--- config.mk ---
export PLATFORM = sky130hd
export DESIGN_NAME = tff_updown_counter
export DESIGN_NICKNAME = d
export VERILOG_FILES = /design/src/rtl/ctr_pkg.sv /design/src/rtl/tff_cell.sv /design/src/rtl/tff_updown_counter.sv
export SDC_FILE = /design/constraint.sdc
export NUM_CORES = 1
export LEC_CHECK = 0
export BUFFER_PORTS_ARGS = -buffer_cell sky130_fd_sc_hd__buf_2
export CAP_MARGIN = 20
export CORE_AREA = 3 3 40 42
export DETAILED_ROUTE_END_ITERATION = 10
export DIE_AREA = 0 0 43 45
export PLACE_DENSITY = 0.55
export SYNTH_ARGS = -nofsm -noshare
export SYNTH_HDL_FRONTEND = slang
export SYNTH_HIERARCHICAL = 1
export SYNTH_SLANG_ARGS = --single-unit
--- constraint.sdc ---
create_clock -name clk -period 2.5 [get_ports clk]
set_input_delay 0.25 -clock clk [delete_from_list [all_inputs] [get_ports clk]]
set_output_delay 0.25 -clock clk [all_outputs]
set_load 0.02 [all_outputs]
--- src/rtl/ctr_pkg.sv ---
// ctr_pkg: shared definitions for the T-flop based up/down counter.
//   CNT_UP / CNT_DN : encodings of the up_dn direction input.
//   clamp()         : saturates a parallel-load value to the terminal count.
package ctr_pkg;

   localparam logic CNT_UP = 1'b1;
   localparam logic CNT_DN = 1'b0;

   function automatic int unsigned clamp(input int unsigned val, input int unsigned max);
      return (val > max) ? max : val;
   endfunction

endpackage

--- src/rtl/tff_cell.sv ---
// tff_cell: single T flip-flop with synchronous reset and parallel load.
//   clk   : rising-edge clock
//   reset : synchronous active-high clear (highest priority)
//   ld    : synchronous load of d
//   d     : load data
//   t     : toggle when high
//   q     : registered state
module tff_cell (
   input  logic clk,
   input  logic reset,
   input  logic ld,
   input  logic d,
   input  logic t,
   output logic q
);

   logic q_q;

   always_ff @(posedge clk) begin
      if (reset) begin
         q_q <= 1'b0;
      end else if (ld) begin
         q_q <= d;
      end else if (t) begin
         q_q <= ~q_q;
      end
   end

   assign q = q_q;

endmodule

--- src/rtl/tff_updown_counter.sv ---
// tff_updown_counter: modulo (0..MOD_MAX) up/down counter built from one
// tff_cell per bit. The next count is computed arithmetically and turned into
// a per-bit toggle vector; load and reset use the cells' override inputs.
//   clk      : rising-edge clock
//   reset    : synchronous active-high reset (q=0, wrap=0)
//   en       : count enable
//   up_dn    : direction, CNT_UP counts up, CNT_DN counts down
//   load     : parallel load strobe (value clamped to MOD_MAX)
//   load_val : parallel load value
//   q        : current count
//   t_vec    : toggle vector applied at the next edge
//   tc       : terminal count for the current direction
//   wrap     : one-cycle pulse after the count wrapped
module tff_updown_counter
   import ctr_pkg::*;
#(
   parameter int WIDTH   = 4,
   parameter int MOD_MAX = 15
) (
   input  logic             clk,
   input  logic             reset,
   input  logic             en,
   input  logic             up_dn,
   input  logic             load,
   input  logic [WIDTH-1:0] load_val,
   output logic [WIDTH-1:0] q,
   output logic [WIDTH-1:0] t_vec,
   output logic             tc,
   output logic             wrap
);

   if (MOD_MAX < 1 || MOD_MAX > (2 ** WIDTH) - 1) begin : g_bad_mod_max
      $error("tff_updown_counter: MOD_MAX out of range 1..2**WIDTH-1");
   end

   localparam logic [WIDTH-1:0] MAX_V = WIDTH'(MOD_MAX);

   logic [WIDTH-1:0] cnt_q;
   logic [WIDTH-1:0] step_d;
   logic [WIDTH-1:0] load_d;
   logic             step_wrap;
   logic             cnt_en;
   logic             wrap_d;
   logic             wrap_q;

   assign load_d = WIDTH'(clamp(32'(load_val), 32'(MOD_MAX)));
   assign cnt_en = en & ~load & ~reset;

   // Counting up from any state at or above MAX_V wraps to 0, so a faulted
   // out-of-range state recovers on the next up-step.
   always_comb begin
      step_d    = cnt_q;
      step_wrap = 1'b0;
      if (up_dn == CNT_UP) begin
         if (cnt_q >= MAX_V) begin
            step_d    = '0;
            step_wrap = 1'b1;
         end else begin
            step_d = cnt_q + 1'b1;
         end
      end else begin
         if (cnt_q == '0) begin
            step_d    = MAX_V;
            step_wrap = 1'b1;
         end else begin
            step_d = cnt_q - 1'b1;
         end
      end
   end

   assign t_vec  = cnt_en ? (cnt_q ^ step_d) : '0;
   assign wrap_d = cnt_en & step_wrap;

   for (genvar i = 0; i < WIDTH; i++) begin : g_cell
      tff_cell u_cell (
         .clk   (clk),
         .reset (reset),
         .ld    (load),
         .d     (load_d[i]),
         .t     (t_vec[i]),
         .q     (cnt_q[i])
      );
   end

   always_ff @(posedge clk) begin
      if (reset) begin
         wrap_q <= 1'b0;
      end else begin
         wrap_q <= wrap_d;
      end
   end

   assign q    = cnt_q;
   assign wrap = wrap_q;
   assign tc   = (up_dn == CNT_UP) ? (cnt_q == MAX_V) : (cnt_q == '0);

endmodule

==> flow_metrics.py <==
metrics = {
    "timing": {
        "worst_pin_slew_ns": 0.277,
        "slew_headroom_pct": 81.5,
        "tns_ns": 0,
        "period_share_pct": 75.1,
        "final_hold_viol_count": 0,
        "rsz0062_at_grt": "no",
        "hold_ws_ns": 0.281,
        "max_freq_ghz": 0.533,
        "setup_violations": 0,
        "slew_viol_final": 0,
        "min_period_ns": 1.88,
        "fin_worst_skew_ns": 0.00198,
    },
    "final_layout": {
        "layout_common_cells": "buf_2 (18), inv_1 (6), dfxtp_1 (5)",
        "insertedDiodeCount": 0,
        "drive_gt1_share_pct": 46.8,
        "area_growth_pct": 36.4,
        "final_util_pct": 39.4,
        "postLayoutCellArea_um2": 507,
        "mostFrequentLayoutCell": "buf_2",
        "layout.nets": 74,
        "num-fill-cells": 144,
    },
    "drt": {
        "vias_per_cell": 4.52,
        "firstDrtPassIters": 3,
        "routed_wl_um": 835,
        "first_iter_violations": 6,
        "drc": 0,
        "vias": 348,
        "ant_nets": 0,
        "avgRoutedWirePerCell_um": 10.8,
    },
    "logic_synthesis": {
        "netlist_area_um2": 372,
        "synth_cell_types": 19,
        "synth-simple-area-share_pct": 26.6,
        "synth-seq-area-share_pct": 26.9,
        "synth_xor_area_share_pct": 9.43,
        "ys_ff_latch": 5,
        "synth-adder-area-share_pct": 6.73,
        "synth_top_cell_area_share_pct": 26.9,
        "yosysTopAreaCell": "dfxtp_1",
        "synth-compound-area-share_pct": 21.5,
        "synth.top_cells.by_area": "dfxtp_1 (27%), a211oi_2 (13%), xnor2_1 (9.4%), ha_1 (6.7%), nor2b_1 (6.7%)",
        "avgSynthCellArea_um2": 9.29,
        "synthMuxAreaShare_pct": 2.69,
        "synthCells": 40,
        "syn-num-nets": 51,
        "synth_top_family_by_area": "simple AND/OR/NAND/NOR gates",
        "yosys_warnings": 6,
    },
    "min_path": {
        "hold_class": "in -> reg",
        "holdPathStages": 2,
        "min_from": "reset",
        "hold_path_end": "g_cell[3].u_cell/q",
    },
    "global_route": {
        "antenna_found_initial": 0,
        "grt_pass1_wl_um": 1400,
        "grt_max_degree": 12,
        "met2_usage_pct": 16.8,
        "grt_pass1_vias": 348,
        "grt_overflow_total": 0,
        "gr-usage-met1_pct": 11.1,
        "grt_usage_pct": 9.40,
        "grt.busiest_layer": "met2",
        "use_met3_pct": 3.19,
    },
    "critical_path": {
        "reg2reg_from": "g_cell[0].u_cell/q",
        "cp.arrival_ns": 1.63,
        "cp.required_ns": 2.25,
        "cp_slowest_cell": "dfxtp_1",
        "worstSetupPathType": "reg -> out",
        "r2r_slack_ns": 0.91,
        "crit_chain": "inv_1 -> ha_1 -> o21a_1 -> nor3_1 -> buf_2",
        "r2r-end": "g_cell[0].u_cell/q",
        "startpoint_type": "flop",
        "cp_max_fo": 9,
        "reg2regPathDepth": 6,
        "critPathCaptureType": "primary output",
        "slowest_delay_ns": 0.47,
    },
    "floorplan": {
        "die_x_um": 43,
        "start_util_pct": 28.9,
        "boundaryPins": 19,
        "design.core.area_um2": 1280,
        "die_area_um2": 1940,
        "num_rows": 13,
        "die_h_um": 45,
    },
    "power": {
        "power.density_nw_per_um2": 494,
        "total_leakage_power_nw": 0.232,
        "swShare_pct": 30.1,
        "ir_worst_vdd_mv": 0.223,
        "p_switching_uw": 75.2,
        "p_int_uw": 175,
        "pwr-share-comb_pct": 25.7,
        "power_frac_clock_pct": 36.9,
        "seqPwrFrac_pct": 37.5,
    },
    "clocking": {
        "ctsHoldBuffers": 0,
        "cts_tree": "done",
        "cts_root_buffer": "clkbuf_4",
        "cts-htree-levels": 1,
        "clockBufferDepth": 2,
        "post_cts_buffers": 0,
        "clkTransAtPathRegs_ns": 0.05,
        "clkLatencyLatePin_ns": 0.23,
        "ctsResizeCount": 0,
        "clock_sinks": 5,
        "numCtsBuffers": 3,
    },
    "flow_run": {
        "cap_viol_max_count": 0,
    },
    "placement": {
        "gp_congestion": 0.680,
        "portBuffers": 18,
        "place_area_um2": 480,
        "dp_hpwl_um": 659,
    },
    "run_status": {
        "status": "complete, no violations",
    },
}
power groups by stage:
| stage | Combinational, mW | Sequential [mW] | Clock (mW) |
|---|---|---|---|
| 6_report | 0.0642 | 0.0937 | 0.0922 |
| 5_1_grt | 0.0711 | 0.0945 | 0.103 |
| 4_1_cts | 0.0654 | 0.0936 | 0.0957 |
| 3_5_place_dp | 0.0647 | 0.0950 | 0 |
| 3_3_place_gp | 0.0647 | 0.0948 | 0 |
| 2_1_floorplan | 0.0358 | 0.100 | 0 |
cell type report:
class	count	area [um2]	share of cell area (%)
flip-flops and latches	5	100	19.8
repair buffers	18	90.1	17.8
inverters	6	22.5	4.44
clock buffers	4	26.3	5.19
well taps	15	18.8	3.70
multi-input cells	29	249	49.1
registers in the layout (all words and copies together), names as in the netlist:
name	flops
g_cell.u_cell/q	4
wrap	1
metal layers:
| metal | vias up | part of all wire (%) | wire length [um] |
|---|---|---|---|
| li1 | 185 | - | - |
| met1 | 151 | 45 | 375 |
| met2 | 12 | 47 | 390 |
| met3 | 0 | 8.3 | 69 |
| met4 | 0 | 0 | 0 |
| met5 | - | 0 | 0 |
worst max-delay path: cells and delay by family (launching register included):
family	cells	cell delay, ns
AO/OA/AOI/OAI	1	0.18
buffers and inverters	2	0.32
flip-flops	1	0.47
adder cells (fa/ha/maj)	1	0.20
AND/OR/NAND/NOR	1	0.22
cell families after synthesis:
kind of cell / after synthesis
fa+ha+maj: 2
buf+inv: 6
simple gates: 14
compound gates: 8
mux: 1
flops: 5
xor+xnor: 4
cell usage after synthesis:
master and number:
dfxtp_1 5, nand4_1 1, ha_1 2, nor2b_1 4, or4bb_1 1, nor2_1 1
o21a_1 1, xnor2_1 4, a211oi_2 4, mux2i_1 1, inv_1 6, nand3_1 1
or4_4 1, or4b_1 1, or3_2 1, a21oi_1 2, or3b_2 1, nor3_1 2
o22ai_2 1
stage by stage:
stage	instances	setup slack (ns)	power, mW
after floorplan	40	0.485	0.136
after global placement	73	0.832	0.160
after detailed placement	73	0.812	0.160
after CTS	77	0.600	0.255
after global routing	77	0.414	0.269
final	77	0.622	0.250
worst max path at each step:
stage | startpoint | endpoint | cells past startpoint | slack (ns)
5_1_grt | g_cell[0].u_cell/q | t_vec[0] | 5 | 0.41
3_3_place_gp | load | t_vec[0] | 4 | 0.83
2_1_floorplan | g_cell[0].u_cell/q | g_cell[0].u_cell/q | 6 | 0.48
4_1_cts | g_cell[0].u_cell/q | t_vec[0] | 5 | 0.60
6_report | g_cell[0].u_cell/q | t_vec[0] | 5 | 0.62
3_5_place_dp | load | t_vec[0] | 4 | 0.81
Power figures use the tool's default switching activity.
